**src/rtl/vga_write_buffer.sv**
```systemverilog
// vga_write_buffer
//   Posted-write FIFO between the accelerator's VGA Avalon master (s_*) and
//   the pixel-buffer fabric port (m_*). Writes are queued one per cycle and
//   retired at the fabric's pace. A read first drains every queued write and
//   then passes through to the fabric.
// Ports:
//   clk, reset (async, active high)
//   s_address/s_read/s_write/s_writedata -> s_waitrequest/s_readdata : upstream
//   m_address/m_read/m_write/m_writedata <- m_waitrequest/m_readdata : fabric
//   idle  : FIFO empty and no read in progress (frame committed)
//   level : entry count, 0..DEPTH
module vga_write_buffer #(
  parameter int DEPTH  = 16,
  parameter int ADDR_W = 32,
  parameter int DATA_W = 16
) (
  input  logic                    clk,
  input  logic                    reset,
  input  logic [ADDR_W-1:0]       s_address,
  input  logic                    s_read,
  input  logic                    s_write,
  input  logic [DATA_W-1:0]       s_writedata,
  output logic                    s_waitrequest,
  output logic [DATA_W-1:0]       s_readdata,
  output logic [ADDR_W-1:0]       m_address,
  output logic                    m_read,
  output logic                    m_write,
  output logic [DATA_W-1:0]       m_writedata,
  input  logic                    m_waitrequest,
  input  logic [DATA_W-1:0]       m_readdata,
  output logic                    idle,
  output logic [$clog2(DEPTH):0]  level
);
  localparam int PW = $clog2(DEPTH);

  typedef enum logic [1:0] {IDLE, DRAIN, READ} state_t;

  state_t            state, state_nxt;
  logic [ADDR_W-1:0] addr_mem [DEPTH];
  logic [DATA_W-1:0] data_mem [DEPTH];
  logic [PW:0]       wr_ptr, rd_ptr, wr_nxt, rd_nxt;
  logic              empty, full, push, pop;
  logic [PW-1:0]     head;

  assign head  = rd_ptr[PW-1:0];
  assign empty = (wr_ptr == rd_ptr);
  assign full  = (wr_ptr[PW-1:0] == rd_ptr[PW-1:0]) && (wr_ptr[PW] != rd_ptr[PW]);
  assign level = wr_ptr - rd_ptr;
  assign idle  = empty && (state == IDLE);

  // Upstream stall. A write colliding with a read is a protocol error: the
  // read wins and the write is never pushed. The full check ignores writes
  // that coincide with a read so a full FIFO can never block the read path
  // (READ issues no pops, so that would deadlock).
  always_comb begin
    s_waitrequest = 1'b0;
    if (reset)
      s_waitrequest = 1'b1;
    else if (s_write && !s_read && full)
      s_waitrequest = 1'b1;
    else if (state == READ)
      s_waitrequest = m_waitrequest;
    else if (s_read)
      s_waitrequest = 1'b1;
  end

  assign push   = s_write && !s_read && !s_waitrequest;
  assign pop    = m_write && !m_waitrequest;
  assign wr_nxt = wr_ptr + (PW+1)'(push);
  assign rd_nxt = rd_ptr + (PW+1)'(pop);

  // Fabric side: head entry while writes may retire, pass-through in READ,
  // zeros otherwise.
  always_comb begin
    m_read      = (state == READ);
    m_write     = !empty && (state != READ);
    m_address   = '0;
    m_writedata = '0;
    s_readdata  = '0;
    if (m_read) begin
      m_address  = s_address;
      s_readdata = m_readdata;
    end else if (m_write) begin
      m_address   = addr_mem[head];
      m_writedata = data_mem[head];
    end
  end

  always_comb begin
    state_nxt = state;
    case (state)
      IDLE:  if (s_read) state_nxt = empty ? READ : DRAIN;
      // Leave once the FIFO will be empty after this edge.
      DRAIN: if (rd_nxt == wr_nxt) state_nxt = READ;
      READ:  if (!m_waitrequest) state_nxt = IDLE;
      default: state_nxt = IDLE;
    endcase
  end

  always_ff @(posedge clk or posedge reset) begin
    if (reset) begin
      state  <= IDLE;
      wr_ptr <= '0;
      rd_ptr <= '0;
    end else begin
      state  <= state_nxt;
      wr_ptr <= wr_nxt;
      rd_ptr <= rd_nxt;
    end
  end

  // Storage needs no reset: entries are only visible between the pointers.
  always_ff @(posedge clk) begin
    if (push) begin
      addr_mem[wr_ptr[PW-1:0]] <= s_address;
      data_mem[wr_ptr[PW-1:0]] <= s_writedata;
    end
  end

endmodule

```
**config.mk**
```make
export PLATFORM = sky130hd
export DESIGN_NAME = vga_write_buffer
export DESIGN_NICKNAME = d
export VERILOG_FILES = /design/src/rtl/vga_write_buffer.sv
export SDC_FILE = /design/constraint.sdc
export NUM_CORES = 1
export LEC_CHECK = 0
export CAP_MARGIN = 0
export CORE_ASPECT_RATIO = 1.25
export CORE_MARGIN = 2
export CORE_UTILIZATION = 40
export CTS_CLUSTER_SIZE = 40
export DETAILED_ROUTE_END_ITERATION = 6
export GPL_TIMING_DRIVEN = 0
export PLACE_DENSITY = 0.62
export SLEW_MARGIN = 30
export SYNTH_ARGS = -nofsm -noshare
export SYNTH_HDL_FRONTEND = slang
export SYNTH_SLANG_ARGS = --single-unit
```
**constraint.sdc**
```tcl
create_clock -name clk -period 5.8 [get_ports clk]
set_clock_uncertainty 0.05 [all_clocks]
set_input_delay 1.74 -clock clk [delete_from_list [all_inputs] [get_ports clk]]
set_output_delay 1.74 -clock clk [all_outputs]
set_load 0.02 [all_outputs]
```
==> flow_metrics.tcl <==
set metrics [dict create \
    outcome "completed" \
    synth_nets 1392 \
    cp_data_required_time_ns 4.01 \
    syn_area_per_cell_sq_um 22.9 \
    dieArea_sq_um 77400 \
    ys_warn_count 0 \
    synth_simple_gate_area_share_pct 1.83 \
    ir_worst_vdd_v 0.000268 \
    synth_edf_count 768 \
    synth.most_common_cell "edfxtp_1" \
    synth_top_family_by_area "multiplexers" \
    multi_input_area_sq_um 6460 \
    placed_area_sq_um 34100 \
    rows 112 \
    core-area_sq_um 74600 \
    ios 142 \
    dr.first_iter.drc_count 1642 \
    first_pass_iters 7 \
    cp.arrival_ns 3.92 \
    cts_buffers 74 \
    nets 1666 \
    vias 14700 \
    regArea_sq_um 23400 \
    path_clk_slew_ns 0.06 \
    netlist_instances 1314 \
    clock.fmax_mhz 175 \
    fin_crit_sh_pct 98.4 \
    synth_fa_ha_area_share_pct 0.399 \
    synth_compound_area_share_pct 2.74 \
    track_usage_pct 19.3 \
    final_core_util_pct 49.0 \
    design_area_sq_um 36500 \
    antenna_found_initial 7 \
    critical_path_class "flip-flop to output pin" \
    io_buffer_count 141 \
    drive_gt1_share_pct 25.6 \
    synth-seq-cells 780 \
    finalCriticalPeriod_ns 5.71 \
    synth-seq-area-share_pct 77.7 \
    setup_ws_ns 0.0922 \
    area_growth_pct 21.4 \
    gp_congestion 0.777 \
    critPathCaptureType "output pin" \
    synth_area_leaders "edfxtp_1 77%, mux4_2 16%, a22oi_1 1.6%" \
    grt_first_pass_wirelength_um 107000 \
    crit_buf_inv 7 \
    netlist_area_sq_um 30100 \
    n_fill_cell 5965 \
    remaining_drc_errors 0 \
    via_per_inst 5.62 \
    synth_mux_area_share_pct 15.6 \
    clock_sinks 780 \
    cp_max_fo 19 \
    path_cells "buf_2 > buf_4 > buf_8 > inv_1 > ha_1 > and4_1 > a21oi_4 > buf_12 > clkbuf_8 > a22o_1 > clkdlybuf4s50_1" \
    cpPeakStageDelay_ns 0.67 \
    hpwlAfterDp_um 49100 \
    relSlewSlack_pct 36.3 \
    finalHoldViolations 0 \
    synthXorXnorAreaFrac_pct 0.466 \
    htreeDepth 3 \
    path_delay_family "buffers and inverters" \
    drv_cap 0 \
    gr-total-overflow 0 \
    worst_pin_slew_ns 0.956 \
    power.density_nw_per_um2 475 \
    rsz0062_at_grt "no" \
    dieWidth_um 249 \
    synth_ff_type "edfxtp_1" \
    yosysTopAreaCellShare_pct 76.7 \
    wl_um 74200 \
    startpoint_type "flip-flop" \
    hold_path.class "flip-flop to flip-flop" \
    cts-root-buf "clkbuf_16" \
    hold_buffers 0 \
    ant_nets 0 \
    synth_top_cell_by_area "edfxtp_1" \
    setup_viol 0 \
    wl_per_cell_um 28.4 \
    slowest_stage "clkdlybuf4s50_1" \
    synthArstFlopShare_pct 1.54 \
    finalMaxSlewViolations 0 \
    synth.distinct_cells 32 \
    start_util_pct 40.4 \
    pre_cts_slack_ns -1.26 \
    clk-insertion-delay-late_ns 0.60 \
    grt_max_degree 20 \
    synth_commonest_cells "768 x edfxtp_1, 208 x mux4_2, 64 x a22oi_1" \
    power.leakage_nw 11.6 \
    clk_path_buf_depth 3 \
    cts_tree "done" \
    fp.dieH_um 311 \
    grt_pass1_vias 15700 \
]
[kinds of logic after synthesis]
logic type	after synthesis
AO/OA/AOI/OAI	105
XOR/XNOR	16
adder cells (fa/ha/maj)	9
buffers and inverters	85
flip-flops	780
multiplexers	208
AND/OR/NAND/NOR	111
[layout make-up]
cell class	count	area share, %
tap	969	3.32
sequential	780	64.0
clock inverter	29	0.716
multi-input combinational	449	17.7
inverter	13	0.141
buffer	70	1.10
clock buffer	98	5.61
timing repair buffer	200	7.40
antenna	2	0.0137
[report_power, final]
part	internal, mW	total, mW	switching, mW	leakage (nW)
Combinational	2.87	6.23	3.36	3.46
Sequential	6.38	6.44	0.0652	7.05
Clock	2.70	4.67	1.98	1.13
Total	11.9	17.3	5.40	11.6
[cell usage in the layout, fill, tap and decap left out, types with 2 or more instances in the layout]
cell             count
clkbuf_1            49
or3_1                2
buf_12               2
clkbuf_4             6
a21oi_1              3
buf_4                2
nor2_4              12
dfrtp_1             12
nor3_4               4
buf_8                7
nor3_1               3
inv_1               12
and2_1              33
clkbuf_8             2
buf_16              36
a22oi_1             64
a21o_1               2
nand2_1             38
mux4_2             208
clkbuf_16           79
clkdlybuf4s50_1    141
nand3_1              6
ha_1                 8
diode_2              2
a22o_1              32
buf_6               22
xor2_1               8
clkinv_1            12
clkinv_2            10
xnor2_1              8
edfxtp_1           768
buf_1                2
nor2_1               4
nand2b_1             4
buf_2               19
bufinv_16            5
[state kept, by name, indices dropped and copies added, names as in the netlist]
signal and count:
rd_ptr 5, wr_ptr 5, addr_mem 512, data_mem 256
state 2
[final timing paths]
kind | from | endpoint | slack [ns] | cells past startpoint
max in group asynchronous | reset | rd_ptr[0]$_DFF_PP0_ | 3.87 | 2
worst min-delay path | state[1]$_DFFE_PP0P_ | state[0]$_DFFE_PP0P_ | 0.49 | 1
worst max register to register | rd_ptr[1]$_DFF_PP0_ | addr_mem[0][12]$_DFFE_PP_ | 1.16 | 13
worst max-delay path | rd_ptr[1]$_DFF_PP0_ | m_address[1] | 0.09 | 11
min in group asynchronous | reset | wr_ptr[3]$_DFF_PP0_ | 1.50 | 2
worst min register to register | state[1]$_DFFE_PP0P_ | state[0]$_DFFE_PP0P_ | 0.49 | 1
[per-stage QoR]
step	TNS (ns)	total power, mW	hold WS [ns]	cells
final	0	17.3	0.493	2610
after floorplan	0	10.3	0.441	1314
after global placement	-2338.52	12.7	0.463	2424
after CTS	0	17.6	0.497	2609
after global routing	0	18.0	0.530	2610
after detailed placement	-56.59	12.8	0.483	2482
[what timing repair did]
action / in CTS / in global routing
setup buffers: 1 / 0
gates resized for setup: 24 / 5
setup endpoints to repair: 54 / 17
pin swaps: 1 / 0
[metal layers]
layer / vias up / wire length [um] / track usage, %
li1: 6157 / - / -
met1: 7850 / 27900 / 23.8
met2: 533 / 40000 / 34.7
met3: 112 / 4450 / 3.15
met4: 10 / 1760 / 5.97
met5: - / 68 / 0
Power figures use the tool's default switching activity.
